`config.mk`:
```
export PLATFORM = sky130hd
export DESIGN_NAME = mult_div_unit
export DESIGN_NICKNAME = d
export VERILOG_FILES = /design/src/rtl/mdu_pkg.sv /design/src/rtl/mult_div_unit_iter_core.sv /design/src/rtl/mult_div_unit.sv
export SDC_FILE = /design/constraint.sdc
export NUM_CORES = 1
export LEC_CHECK = 0
export ABC_AREA = 1
export ABC_CLOCK_PERIOD_IN_PS = 7570
export CAP_MARGIN = 20
export CORE_ASPECT_RATIO = 1.1
export CORE_MARGIN = 10
export CORE_UTILIZATION = 40
export CTS_BUF_LIST = sky130_fd_sc_hd__clkbuf_16
export DETAILED_ROUTE_END_ITERATION = 10
export PLACE_DENSITY_LB_ADDON = 0.1
export SLEW_MARGIN = 20
export SYNTH_ARGS = -nofsm -noshare
export SYNTH_HDL_FRONTEND = slang
export SYNTH_SLANG_ARGS = --single-unit
```
`constraint.sdc`:
```
create_clock -name clk -period 7.57 [get_ports clk]
set_clock_uncertainty 0.1 [all_clocks]
set_input_delay 1.514 -clock clk [delete_from_list [all_inputs] [get_ports clk]]
set_output_delay 1.514 -clock clk [all_outputs]
set_load 0.1 [all_outputs]
```
`src/rtl/mdu_pkg.sv`:
```
// Shared definitions for the iterative multiply/divide unit: operation
// encodings, control state enum and a two's-complement negate helper.
package mdu_pkg;

   localparam logic [1:0] OP_MULT  = 2'b00;
   localparam logic [1:0] OP_MULTU = 2'b01;
   localparam logic [1:0] OP_DIV   = 2'b10;
   localparam logic [1:0] OP_DIVU  = 2'b11;

   // Widest value the negate helper handles: a full 2*WIDTH product at WIDTH=64.
   localparam int MAX_W = 128;

   typedef enum logic [1:0] {
      IDLE,
      RUN,
      FIX,
      FINISH
   } state_t;

   // Callers zero-extend into MAX_W and size-cast the result back down.
   function automatic logic [MAX_W-1:0] negate(input logic [MAX_W-1:0] v);
      return ~v + MAX_W'(1);
   endfunction

endpackage

```
`src/rtl/mult_div_unit_iter_core.sv`:
```
// Iteration datapath: one shift-add multiply step or one restoring divide
// step per cycle, with a down-counter flagging the final iteration.
// Multiply: acc:sreg holds the running product, sreg starts as the multiplier.
// Divide:   acc is the partial remainder, sreg shifts dividend out and quotient in.
module mdu_iter_core
   import mdu_pkg::*;
#(
   parameter int WIDTH = 32,
   parameter int CNT_W = $clog2(WIDTH + 1)
) (
   input  logic             clk,
   input  logic             reset,
   input  logic             load,
   input  logic             step,
   input  logic             is_div,
   input  logic [WIDTH-1:0] opa,
   input  logic [WIDTH-1:0] opb,
   output logic [WIDTH-1:0] acc,
   output logic [WIDTH-1:0] sreg,
   output logic             last_iter
);

   logic [WIDTH-1:0] opd;
   logic             mode_div;
   logic [CNT_W-1:0] cnt;

   logic [WIDTH:0]   add_sum;
   logic [WIDTH:0]   rem_shift;
   logic [WIDTH-1:0] rem_diff;
   logic [WIDTH-1:0] acc_nxt;
   logic [WIDTH-1:0] sreg_nxt;

   // Next accumulator / shift register for whichever step the mode selects.
   always_comb begin
      add_sum   = {1'b0, acc} + {1'b0, opd & {WIDTH{sreg[0]}}};
      rem_shift = {acc, sreg[WIDTH-1]};
      // Only used when rem_shift >= opd, so the true difference fits in WIDTH bits.
      rem_diff  = rem_shift[WIDTH-1:0] - opd;
      acc_nxt   = acc;
      sreg_nxt  = sreg;
      if (mode_div) begin
         if (rem_shift >= {1'b0, opd}) begin
            acc_nxt  = rem_diff;
            sreg_nxt = {sreg[WIDTH-2:0], 1'b1};
         end else begin
            acc_nxt  = rem_shift[WIDTH-1:0];
            sreg_nxt = {sreg[WIDTH-2:0], 1'b0};
         end
      end else begin
         acc_nxt  = add_sum[WIDTH:1];
         sreg_nxt = {add_sum[0], sreg[WIDTH-1:1]};
      end
   end

   // Terminal count: the step taken while cnt==1 is the last one.
   assign last_iter = (cnt == CNT_W'(1));

   // Load operands on acceptance, then advance one iteration per step.
   always_ff @(posedge clk or negedge reset) begin
      if (!reset) begin
         acc      <= '0;
         sreg     <= '0;
         opd      <= '0;
         mode_div <= 1'b0;
         cnt      <= '0;
      end else if (load) begin
         acc      <= '0;
         sreg     <= is_div ? opa : opb;
         opd      <= is_div ? opb : opa;
         mode_div <= is_div;
         cnt      <= CNT_W'(WIDTH);
      end else if (step) begin
         acc  <= acc_nxt;
         sreg <= sreg_nxt;
         cnt  <= cnt - CNT_W'(1);
      end
   end

endmodule

```
`src/rtl/mult_div_unit.sv`:
```
// Iterative signed/unsigned multiply and divide producing HI/LO, with a
// start/busy/done handshake and divide-by-zero flag.
//
//   state  | meaning
//   IDLE   | waiting for start; operands, magnitudes and result signs latched on accept
//   RUN    | WIDTH iterations in the core, one per cycle
//   FIX    | apply sign correction into the result holding registers
//   FINISH | publish hi/lo (skipped on divide-by-zero), pulse done
module mult_div_unit
   import mdu_pkg::*;
#(
   parameter int WIDTH = 32
) (
   input  logic             clk,
   input  logic             reset,
   input  logic             start,
   input  logic [1:0]       op,
   input  logic [WIDTH-1:0] a,
   input  logic [WIDTH-1:0] b,
   output logic             busy,
   output logic             done,
   output logic             div_zero,
   output logic [WIDTH-1:0] hi,
   output logic [WIDTH-1:0] lo
);

   localparam int CNT_W = $clog2(WIDTH + 1);
   localparam int PW    = 2 * WIDTH;

   state_t           state;
   logic             is_div;
   logic             neg_q;
   logic             neg_r;
   logic             dz;
   logic [WIDTH-1:0] res_hi;
   logic [WIDTH-1:0] res_lo;

   logic             op_div;
   logic             signed_op;
   logic             sign_a;
   logic             sign_b;
   logic             dz_req;
   logic [WIDTH-1:0] mag_a;
   logic [WIDTH-1:0] mag_b;

   logic             core_load;
   logic             core_step;
   logic             core_last;
   logic [WIDTH-1:0] core_acc;
   logic [WIDTH-1:0] core_sreg;

   logic [PW-1:0]    prod;
   logic [PW-1:0]    prod_neg;
   logic [WIDTH-1:0] quo_neg;
   logic [WIDTH-1:0] rem_neg;

   // Operand decode: unsigned ops never see a sign, so no fix-up follows.
   always_comb begin
      op_div    = op[1];
      signed_op = (op == OP_MULT) || (op == OP_DIV);
      sign_a    = signed_op & a[WIDTH-1];
      sign_b    = signed_op & b[WIDTH-1];
      dz_req    = op_div && (b == '0);
      mag_a     = sign_a ? WIDTH'(negate(MAX_W'(a))) : a;
      mag_b     = sign_b ? WIDTH'(negate(MAX_W'(b))) : b;
   end

   // Negated forms of the raw core result for the FIX step.
   always_comb begin
      prod     = {core_acc, core_sreg};
      prod_neg = PW'(negate(MAX_W'(prod)));
      quo_neg  = WIDTH'(negate(MAX_W'(core_sreg)));
      rem_neg  = WIDTH'(negate(MAX_W'(core_acc)));
   end

   assign core_load = (state == IDLE) && start && !dz_req;
   assign core_step = (state == RUN);

   mdu_iter_core #(
      .WIDTH (WIDTH),
      .CNT_W (CNT_W)
   ) u_core (
      .clk       (clk),
      .reset     (reset),
      .load      (core_load),
      .step      (core_step),
      .is_div    (op_div),
      .opa       (mag_a),
      .opb       (mag_b),
      .acc       (core_acc),
      .sreg      (core_sreg),
      .last_iter (core_last)
   );

   // Control FSM with registered handshake and result outputs.
   always_ff @(posedge clk or negedge reset) begin
      if (!reset) begin
         state    <= IDLE;
         busy     <= 1'b0;
         done     <= 1'b0;
         div_zero <= 1'b0;
         hi       <= '0;
         lo       <= '0;
         is_div   <= 1'b0;
         neg_q    <= 1'b0;
         neg_r    <= 1'b0;
         dz       <= 1'b0;
         res_hi   <= '0;
         res_lo   <= '0;
      end else begin
         done     <= 1'b0;
         div_zero <= 1'b0;
         case (state)
            IDLE: begin
               if (start) begin
                  is_div <= op_div;
                  neg_q  <= sign_a ^ sign_b;
                  neg_r  <= sign_a;
                  if (dz_req) begin
                     // No iterations; busy never rises for a divide by zero.
                     dz    <= 1'b1;
                     state <= FINISH;
                  end else begin
                     dz    <= 1'b0;
                     busy  <= 1'b1;
                     state <= RUN;
                  end
               end
            end
            RUN: begin
               if (core_last) state <= FIX;
            end
            FIX: begin
               if (is_div) begin
                  // Quotient sign from operand signs; remainder follows the dividend.
                  res_lo <= neg_q ? quo_neg : core_sreg;
                  res_hi <= neg_r ? rem_neg : core_acc;
               end else begin
                  {res_hi, res_lo} <= neg_q ? prod_neg : prod;
               end
               state <= FINISH;
            end
            FINISH: begin
               done     <= 1'b1;
               busy     <= 1'b0;
               div_zero <= dz;
               if (!dz) begin
                  hi <= res_hi;
                  lo <= res_lo;
               end
               state <= IDLE;
            end
            default: state <= IDLE;
         endcase
      end
   end

endmodule

```
==> results.cfg <==
[synth]
ys_ff_latch = 240
synth_top_cell_by_area = dfrtp_1
synth_nets = 3312
synth_seq_area_share_pct = 29.7
synth.most_common_cell = nand2_1
yosys.area.top_type_share_pct = 29.7
synthCells = 3166
ys_warn_count = 0
syn_avg_cell_area_um2 = 6.38
yosys-top-cells-area = dfrtp_1 (30%), nand2_1 (20%), inv_1 (8.0%)
synth_edf_count = 0
synth_cell_types = 52
synth_common_cells = nand2_1 (1,061), inv_1 (429), nor2_1 (282), nand3_1 (268), dfrtp_1 (240)
ys.flop_type = dfrtp_1
ys_async_sr_fraction_pct = 100
syn_area_um2 = 20200

[floorplanning]
fp.dieH_um = 256
start_util_pct = 40.4
core-area_um2 = 50000
die_area_um2 = 59900
io_pins = 136
placementRows = 86
fp.dieW_um = 234

[finish]
diodes = 0
drive_gt1_share_pct = 5.44
syn_to_final_growth_pct = 14.1
register_area_um2 = 6010
multi_input_area_um2 = 12100
num-nets-final = 3400
stdcell_count = 3935
nFillCells = 5322

[timing]
setup_viol = 0
finalMaxSlewViolations = 0
rsz0062_at_grt = no
holdWs_ps = 376
period_minus_slack_ps = 4700
fmax_ghz = 0.213
tightest_slew_ps = 1050
fin_crit_sh_pct = 62.1
setup_tns_ps = 0
hold_viol = 0
slew_headroom_pct = 29.0

[grt]
track_usage_pct = 28.3
antenna_found_initial = 3
grt_max_degree = 129
grt-ovfl-total = 0
grt_pass1_wl_um = 131000
grt_pass1_vias = 21000

[detailed_routing]
wl_met1_um = 37400
wl_met2_um = 39600
drt_wl_total_um = 87000
dr_wl_met3_um = 6100
drt-pass1-iter-count = 6
initialDrtViolationCount = 1950
top_layer = met4
wl_per_cell_um = 22.1
via_per_inst = 5.48
drc = 0
ant_nets = 0
vias = 21600

[clocking]
cts_resized = 0
clkTransAtPathRegs_ps = 60
cts_hold_buf = 0
numCtsBuffers = 28
cts_root_buffer = clkbuf_16
cts.path.max_buffers = 3
cts_setup_buffers = 0
clock_latency_ps = 590
cts_tree = built
htreeDepth = 1
clkSinkCount = 240

[setup_path]
critPathBufInv = 3
crit_top_cell = nand2_1
critPathKind = input port to register
crit_arrival_ps = 5100
cp.required_ps = 7960
worst_path_max_delay_cell = inv_2
cp_cell_sequence = clkdlybuf4s50_1, inv_1, ha_1, nand3_1, nor2_1, nand2_1, nor2_1, nand2_1, nand2_2, nand2_2, inv_2, nand2_1, o2111ai_1
worst_path_largest_cell_delay_ps = 810
crit_path_start_kind = input port
cp-end-kind = register
crit_fanout = 37
cpLargestDelayFamily = simple AND/OR/NAND/NOR gates

[min_path]
hold_class = register to register

[power]
p_per_area_nw_per_um2 = 124
ir_drop_mv = 0.167
p_leak_nw = 12.4

[run]
drv_cap = 0

[placement]
gp_congestion = 0.995
dp.cells = 3884
place_hpwl_um = 69900
io_buffers = 135

[outcome]
status = finished clean
## metal layers
metal  vias to the layer above  GRT usage (%)
met3                       166           4.61
met5                         -              0
met2                       787           45.5
met4                         0           11.5
met1                     10300           37.1
li1                      10300              -
## final cells by class
| cell class | instances | share of cell area, % |
|---|---|---|
| tap | 660 | 3.58 |
| inverter | 443 | 7.21 |
| clock buffer | 28 | 3.04 |
| sequential | 240 | 26.1 |
| timing repair buffer | 151 | 6.46 |
| multi-input combinational | 2390 | 52.7 |
| clock inverter | 23 | 0.928 |
## cells by family after synthesis
group / after synthesis / share of synthesized area (%)
buffers and inverters: 536 / 10.2
AO/OA/AOI/OAI: 392 / 11.0
XOR/XNOR: 104 / 4.51
adder cells (fa/ha/maj): 77 / 4.84
AND/OR/NAND/NOR: 1758 / 36.4
multiplexers: 59 / 3.29
flip-flops: 240 / 29.7
## report_power, final
group	internal, mW	switching [mW]	total, mW
logic	0.0626	0.139	0.202
clock network	0.780	0.604	1.38
registers	1.28	0	1.28
## registers in the layout (all words and copies together) (netlist names)
signal	count
neg_q	1
neg_r	1
state	2
done	1
dz	1
res_hi	32
u_core.mode_div	1
hi	32
div_zero	1
busy	1
u_core.acc	32
u_core.sreg	32
u_core.opd	32
is_div	1
u_core.cnt	6
lo	32
res_lo	32
## worst register-to-register path: stages (launching register included)
cell and delay (ps):
dfrtp_1 590, ha_1 470, nand2_1 110, nor2_1 430
nand2_1 110, inv_1 100, nand2_2 70, nand2_4 110
nand2_4 160, a21oi_4 590, nand2_1 280, nand3b_1 160
nand2_1 50
## cells in the final DEF (no fill, tap or decap), types with 4 or more instances in the layout
master           instances
a21o_1                   4
a21oi_1                102
a31oi_1                  9
buf_4                   15
clkbuf_16               28
clkdlybuf4s50_1        134
clkinv_1                 6
dfrtp_1                240
ha_1                    74
inv_1                  432
inv_2                   14
inv_6                    4
mux2_2                  59
nand2_1               1060
nand2_2                  8
nand2_4                  4
nand3_1                268
nand3b_1                16
nand4_1                 46
nor2_1                 280
nor2_2                  15
nor3_1                  32
nor4_1                  11
o2111ai_1                4
o211ai_1                36
o21ai_0                170
o21ai_1                 12
o21bai_1                 9
o221ai_1                 9
o22ai_1                 19
o31ai_1                  4
or2_2                    4
xnor2_1                 19
xor2_1                  85
## path summary, 6_finish.rpt
| check | from | end | slack (ps) | depth (start not counted) |
|---|---|---|---|---|
| max | b[0] | u_core.sreg[23]$_DFFE_PN0P_ | 2870 | 13 |
| min | res_hi[19]$_DFFE_PN0P_ | res_hi[19]$_DFFE_PN0P_ | 380 | 2 |
| max reg2reg | u_core.acc[8]$_DFFE_PN0P_ | u_core.acc[14]$_DFFE_PN0P_ | 4130 | 12 |
| min reg2reg | res_hi[19]$_DFFE_PN0P_ | res_hi[19]$_DFFE_PN0P_ | 380 | 2 |
| max in group asynchronous | reset | u_core.acc[27]$_DFFE_PN0P_ | 5250 | 2 |
| min in group asynchronous | reset | res_lo[7]$_DFFE_PN0P_ | 910 | 1 |
## per-stage QoR
stage	worst slack (ps)	area (um2)	utilization [%]	power [mW]
final	2870	23000	46.1	2.87
after global routing	2670	23000	46.1	2.96
after CTS	2960	23000	46.1	2.89
after detailed placement	2350	22100	44.2	1.51
after global placement	2460	22100	44.2	1.51
after floorplan	4440	20200	-	1.38
Power figures use the tool's default switching activity.
